$ cat src/rtl/fifo_pkg.sv
// ---------------------------------------------------------------------------
// fifo_pkg
// Shared definitions for the async FIFO pointer blocks (write side and read
// side both import this package).
//   FIFO_ADDR_WIDTH : default RAM address width
//   FIFO_DEPTH      : default FIFO depth (2**FIFO_ADDR_WIDTH)
//   bin2gray        : binary -> reflected Gray code, masked to 'w' bits
//   gray2bin        : reflected Gray code -> binary, masked to 'w' bits
// The conversion functions work on a 32-bit container so one pair of
// functions serves every pointer width. Callers zero-extend the operand and
// size-cast the result back to the pointer width.
// ---------------------------------------------------------------------------
package fifo_pkg;

  localparam int FIFO_ADDR_WIDTH = 4;
  localparam int FIFO_DEPTH      = 1 << FIFO_ADDR_WIDTH;

  // Mask selecting the low 'w' bits of the 32-bit container.
  function automatic logic [31:0] width_mask(input int w);
    logic [31:0] m;
    m = '1;
    if (w < 32) begin
      m = (32'd1 << w) - 32'd1;
    end
    return m;
  endfunction

  // Adjacent binary values map to Gray codes that differ in exactly one bit.
  function automatic logic [31:0] bin2gray(input logic [31:0] b, input int w);
    logic [31:0] bm;
    bm = b & width_mask(w);
    return (bm ^ (bm >> 1)) & width_mask(w);
  endfunction

  // Each binary bit is the XOR of all Gray bits at or above it. The
  // log-step prefix XOR computes that without a width-dependent loop bound.
  function automatic logic [31:0] gray2bin(input logic [31:0] g, input int w);
    logic [31:0] b;
    b = g & width_mask(w);
    for (int s = 1; s < 32; s = s * 2) begin
      b = b ^ (b >> s);
    end
    return b & width_mask(w);
  endfunction

endpackage

$ cat src/rtl/fifo_sync_nff.sv
// ---------------------------------------------------------------------------
// fifo_sync_nff
// Multi-flop synchroniser for Gray-coded pointers crossing between the FIFO
// clock domains. Because the source is Gray coded, at most one bit is in
// flight at a time, so sampling a whole bus through parallel flop chains
// yields either the old or the new pointer, never a mixture.
// Ports:
//   clk : destination-domain clock
//   rst : synchronous active-high reset, clears every stage
//   d   : asynchronous input bus (WIDTH bits)
//   q   : output of the last stage (WIDTH bits)
// ---------------------------------------------------------------------------
module fifo_sync_nff #(
  parameter int STAGES = 2,
  parameter int WIDTH  = 5
) (
  input  logic             clk,
  input  logic             rst,
  input  logic [WIDTH-1:0] d,
  output logic [WIDTH-1:0] q
);

  logic [WIDTH-1:0] stage [STAGES];

  // Shift chain: stage[0] samples the asynchronous input, each later stage
  // gives the previous one a full clock period to resolve metastability.
  always_ff @(posedge clk) begin
    if (rst) begin
      for (int i = 0; i < STAGES; i++) begin
        stage[i] <= '0;
      end
    end else begin
      stage[0] <= d;
      for (int i = 1; i < STAGES; i++) begin
        stage[i] <= stage[i-1];
      end
    end
  end

  assign q = stage[STAGES-1];

endmodule

$ cat src/rtl/fifo_wptr_full.sv
// ---------------------------------------------------------------------------
// fifo_wptr_full
// Write-domain controller of the async FIFO. Owns the binary and Gray write
// pointers, synchronises the read-domain Gray pointer into w_clk and derives
// registered full / almost-full / fill-level flags plus a sticky overflow.
// It drives the write port of the dual-port RAM directly.
// Ports:
//   w_clk        : write clock (only clock in this block)
//   w_rst        : synchronous active-high reset
//   winc         : write request from the producer
//   rptr_gray    : read-domain Gray pointer (asynchronous to w_clk)
//   wovf_clr     : clears the sticky overflow flag
//   wclken       : RAM write enable (combinational)
//   waddr        : RAM write address, low ADDR_WIDTH bits of the pointer
//   wptr_gray    : registered Gray write pointer, to the read-side sync
//   wfull        : registered full flag
//   walmost_full : registered almost-full flag (free slots <= AF_TH)
//   wlevel       : registered fill level 0..depth
//   woverflow    : sticky, set when a write is attempted while full
// The pointers carry one extra MSB beyond the address so that a full FIFO
// (pointers one lap apart) is distinguishable from an empty one.
// ---------------------------------------------------------------------------
module fifo_wptr_full
  import fifo_pkg::*;
#(
  parameter int ADDR_WIDTH  = FIFO_ADDR_WIDTH,
  parameter int AF_TH       = 2,
  parameter int SYNC_STAGES = 2
) (
  input  logic                  w_clk,
  input  logic                  w_rst,
  input  logic                  winc,
  input  logic [ADDR_WIDTH:0]   rptr_gray,
  input  logic                  wovf_clr,
  output logic                  wclken,
  output logic [ADDR_WIDTH-1:0] waddr,
  output logic [ADDR_WIDTH:0]   wptr_gray,
  output logic                  wfull,
  output logic                  walmost_full,
  output logic [ADDR_WIDTH:0]   wlevel,
  output logic                  woverflow
);

  localparam int PW = ADDR_WIDTH + 1;

  // Occupancy at or above which the almost-full flag is raised.
  localparam logic [PW-1:0] AF_LIMIT = PW'((1 << ADDR_WIDTH) - AF_TH);

  // A full FIFO has the write pointer exactly one lap ahead of the read
  // pointer. In Gray code that means the top two bits inverted and the
  // remaining bits equal, so flipping those two bits of the synchronised
  // read pointer gives the "full" comparison value.
  localparam logic [PW-1:0] FULL_FLIP = PW'(3 << (ADDR_WIDTH - 1));

  logic [PW-1:0] wbin;
  logic [PW-1:0] wbin_next;
  logic [PW-1:0] wgray_next;
  logic [PW-1:0] rq_sync;
  logic [PW-1:0] rbin_sync;
  logic [PW-1:0] wlevel_next;
  logic          accepted;
  logic          wfull_next;
  logic          walmost_full_next;
  logic          woverflow_next;

  // Bring the read pointer into the write domain. Only the final stage is
  // ever looked at; the intermediate stages may be metastable.
  fifo_sync_nff #(
    .STAGES (SYNC_STAGES),
    .WIDTH  (PW)
  ) u_rptr_sync (
    .clk (w_clk),
    .rst (w_rst),
    .d   (rptr_gray),
    .q   (rq_sync)
  );

  // Next-state logic for the pointers and flags. The full and level terms
  // compare against a read pointer that is SYNC_STAGES cycles stale, which
  // can only make the FIFO look fuller than it is -- never emptier -- so
  // the producer is never allowed to overwrite unread data.
  always_comb begin
    accepted          = winc & ~wfull;
    wbin_next         = wbin + PW'(accepted);
    wgray_next        = PW'(bin2gray(32'(wbin_next), PW));
    rbin_sync         = PW'(gray2bin(32'(rq_sync), PW));
    wlevel_next       = wbin_next - rbin_sync;
    wfull_next        = (wgray_next == (rq_sync ^ FULL_FLIP));
    walmost_full_next = (wlevel_next >= AF_LIMIT);
    woverflow_next    = (winc & wfull) | (woverflow & ~wovf_clr);
  end

  // Pointer and flag registers. Reset dominates all other inputs and also
  // clears the synchroniser, so the read domain must be reset alongside.
  always_ff @(posedge w_clk) begin
    if (w_rst) begin
      wbin         <= '0;
      wptr_gray    <= '0;
      wlevel       <= '0;
      wfull        <= 1'b0;
      walmost_full <= 1'b0;
      woverflow    <= 1'b0;
    end else begin
      wbin         <= wbin_next;
      wptr_gray    <= wgray_next;
      wlevel       <= wlevel_next;
      wfull        <= wfull_next;
      walmost_full <= walmost_full_next;
      woverflow    <= woverflow_next;
    end
  end

  // The RAM write happens at the current address on the same edge that
  // advances the pointer. The enable is also held low during reset so no
  // stray word is written while the pointers are being cleared.
  assign wclken = winc & ~wfull & ~w_rst;
  assign waddr  = wbin[ADDR_WIDTH-1:0];

endmodule

$ cat config.mk
export PLATFORM = sky130hd
export DESIGN_NAME = fifo_wptr_full
export DESIGN_NICKNAME = d
export VERILOG_FILES = /design/src/rtl/fifo_pkg.sv /design/src/rtl/fifo_sync_nff.sv /design/src/rtl/fifo_wptr_full.sv
export SDC_FILE = /design/constraint.sdc
export NUM_CORES = 1
export LEC_CHECK = 0
export CORE_MARGIN = 2
export CORE_UTILIZATION = 30
export CTS_BUF_LIST = sky130_fd_sc_hd__clkbuf_8
export DETAILED_ROUTE_END_ITERATION = 8
export PLACE_DENSITY_LB_ADDON = 0.3
export SYNTH_ARGS = -nofsm -noshare
export SYNTH_HDL_FRONTEND = slang
export SYNTH_SLANG_ARGS = --single-unit
$ cat constraint.sdc
create_clock -name w_clk -period 2.21 [get_ports w_clk]
set_input_delay 0.3315 -clock w_clk [delete_from_list [all_inputs] [get_ports w_clk]]
set_output_delay 0.3315 -clock w_clk [all_outputs]
set_load 0.02 [all_outputs]
==> reports/metrics.yaml <==
power_and_ir_drop:
  p_leak_nw: 0.7227
  intPower_mw: 0.8725
  p_comb_share_pct: 31.6
  p_sw_mw: 0.3452
  seqPwrFrac_pct: 45.0
  powerDensity_nw_per_um2: 704.8
  ir_drop_mv: 0.2996
  clkPwrFrac_pct: 23.4
  swShare_pct: 28.35
sta:
  setup_viol: 1
  fin_crit_sh_pct: 102.1
  fin_tns_setup_ns: -0.04644
  rsz0062_at_grt: "yes"
  slew-limit-headroom_pct: 81.33
  worstMarginPinSlew_ns: 0.2781
  worst_slack_ns: -0.04644
  fin_crit_ns: 2.256
  finalClockSkew_ns: 0.009303
  timing.final.hold_violations: 0
  max_clock_freq_mhz: 443.2
  maxSlewViolCount: 0
routing:
  route.detailed.drc: 0
  routedWlPerCell_um: 10.19
  drt_iter0_drc: 11
  routed_wl_mm: 2.068
  num_vias: 823
  vias_per_cell: 4.054
  ant_nets: 0
  dr.pass1.iters: 4
placed_design:
  dpl.hpwl_mm: 1.567
  place_ws_ns: -0.3215
  globalplace.congestion: 0.7288
  placedCellCount: 195
  port_buffers: 26
logic_synthesis:
  async_reset_ff_share_pct: 0
  ys_seq_elements: 27
  synth_xor_area_share_pct: 20.97
  synthCells: 108
  synth_flop_cell: "dfxtp_1"
  synth_edf_count: 0
  ys_warn_count: 0
  synth-adder-area-share_pct: 7.245
  synth_most_common_cell: "dfxtp_1"
  postSynthAreaPerCell_um2: 10.55
  yosysSeqAreaShare_pct: 47.42
  synthSimpleGateAreaFrac_pct: 17.23
  synth_top_area_cell: "dfxtp_1"
  synth_top_area_share_pct: 47.42
  synth_area_um2: 1140
  synth_top_family_by_area: "XOR/XNOR gates"
  synth_common_cells: "27 x dfxtp_1, 14 x nor2_1, 13 x nor2b_1, 12 x xnor2_1, 6 x xor2_1"
  synth_cell_types: 23
  synthTopCellsByArea: "dfxtp_1 47%, xnor2_1 9.2%, nor2b_1 7.1%"
  synthMuxAreaShare_pct: 0
  synth-compound-area-share_pct: 4.501
  synth_nets: 123
floorplanning:
  row_count: 22
  die_y_um: 65.64
  start_util_pct: 31.13
  core_um2: 3661
  die_w_um: 65.64
  io_pins: 27
  die_area_um2: 4309
cells_and_area:
  final_cells: 203
  layout.nets: 171
  antenna_cells: 0
  syn_to_final_growth_pct: 51.59
  final_layout_size_suffix_gt1_share_pct: 27.10
critical_path:
  cp-start-kind: "flop"
  path_class: "reg -> reg"
  required_ns: 2.37
  end_kind: "flop"
  path_max_fanout: 2
  cp_data_arrival_time_ns: 2.42
clock_network:
  cts_buffers: 3
  cts_tree: "built"
  cts_buffer_depth: 2
  clock_sinks: 27
  holdBufCountCts: 0
  cts-htree-levels: 1
  clk_pin_slew_ns: 0.10
  root_buffer: "clkbuf_8"
  clock_latency_ns: 0.28
grt:
  grt-ovfl-total: 0
  grt_pass1_wl_mm: 3.374
  grt_max_degree: 28
  grt_usage_pct: 10.54
  antenna_found_initial: 0
  grt_pass1_vias: 815
hold_path:
  hold_path.class: "reg -> reg"
outcome:
  status: "finished, violations left"
  violations: "negative setup slack"
flow_run:
  cap_violations: 0
kinds of logic (layout without fill, tap and decap cells):
family	Yosys count	count (layout)
AND/OR/NAND/NOR	37	37
flip-flops	27	27
XOR/XNOR	23	23
buffers and inverters	8	55
AO/OA/AOI/OAI	7	7
adder cells (fa/ha/maj)	6	6
area by class of cell:
| cell class | instances | area (um^2) |
|---|---|---|
| well taps | 48 | 60.06 |
| clock buffers | 3 | 41.29 |
| fillers | 355 | 1933 |
| inverters | 5 | 18.77 |
| clock inverters | 1 | 7.507 |
| multi-input cells | 73 | 645.6 |
| flip-flops and latches | 27 | 541.8 |
| repair buffers | 46 | 412.9 |
worst max-delay path: stages (launching register included):
cell and delay, ns:
dfxtp_2 0.34, xnor2_2 0.21, xor2_2 0.22, xor2_2 0.19
xnor2_1 0.10, ha_2 0.20, fa_2 0.35, inv_2 0.06
a21o_1 0.12, a21oi_2 0.06, xnor2_2 0.18, o22ai_1 0.10
worst paths after layout:
| path | startpoint | to | slack (ns) | cells after the start |
|---|---|---|---|---|
| worst min register to register | u_rptr_sync.stage[0][1] | u_rptr_sync.stage[0][6] | 0.44 | 1 |
| worst max register to register | u_rptr_sync.stage[0][9] | walmost_full | -0.05 | 11 |
| worst min-delay path | u_rptr_sync.stage[0][1] | u_rptr_sync.stage[0][6] | 0.44 | 1 |
| worst max-delay path | u_rptr_sync.stage[0][9] | walmost_full | -0.05 | 11 |
state kept, by name, indices dropped and copies added (netlist names):
register,flops
walmost_full,1
u_rptr_sync.stage,10
wfull,1
wlevel,5
woverflow,1
wptr_gray,5
wbin,4
what timing repair did:
| action | in CTS | in global routing |
|---|---|---|
| endpoints found under the setup margin | 4 | 6 |
| pin swaps | 10 | 1 |
| hold endpoints to repair | 0 | 0 |
| setup buffers | 2 | 2 |
| resized for setup | 2 | 8 |
cells in the final DEF, fill, tap and decap left out, drive strengths merged, types with 5 or more instances in the layout:
master         instances
buf                   20
clkdlybuf4s50         25
dfxtp                 27
ha                     5
inv                    5
nor2                  14
nor2b                 14
xnor2                 13
xor2                  10
metal layers:
| layer | track usage (%) | vias to the layer above | routed length [um] |
|---|---|---|---|
| met5 | 0 | - | 0 |
| li1 | - | 426 | - |
| met4 | 7.031 | 0 | 34 |
| met3 | 2.055 | 4 | 102 |
| met1 | 11.71 | 372 | 939 |
| met2 | 18.06 | 21 | 992 |
power groups by stage:
stage	clock, mW	combinational (mW)	sequential [mW]
6_report	0.285	0.385	0.548
3_5_place_dp	0	0.334	0.560
2_1_floorplan	0	0.148	0.601
5_1_grt	0.314	0.415	0.553
3_3_place_gp	0	0.327	0.557
4_1_cts	0.294	0.347	0.548
per-stage QoR:
stage | util (%) | power [mW] | area (um^2) | hold slack (ns)
detailed placement | 43.34 | 0.8937 | 1587 | 0.4204
CTS | 45.28 | 1.189 | 1658 | 0.4442
finish | 47.20 | 1.218 | 1728 | 0.4420
floorplan | - | 0.7486 | 1157 | 0.4137
global route | 47.20 | 1.282 | 1728 | 0.4575
global placement | 43.34 | 0.8848 | 1587 | 0.4189
(Power assumes the default switching activity.)
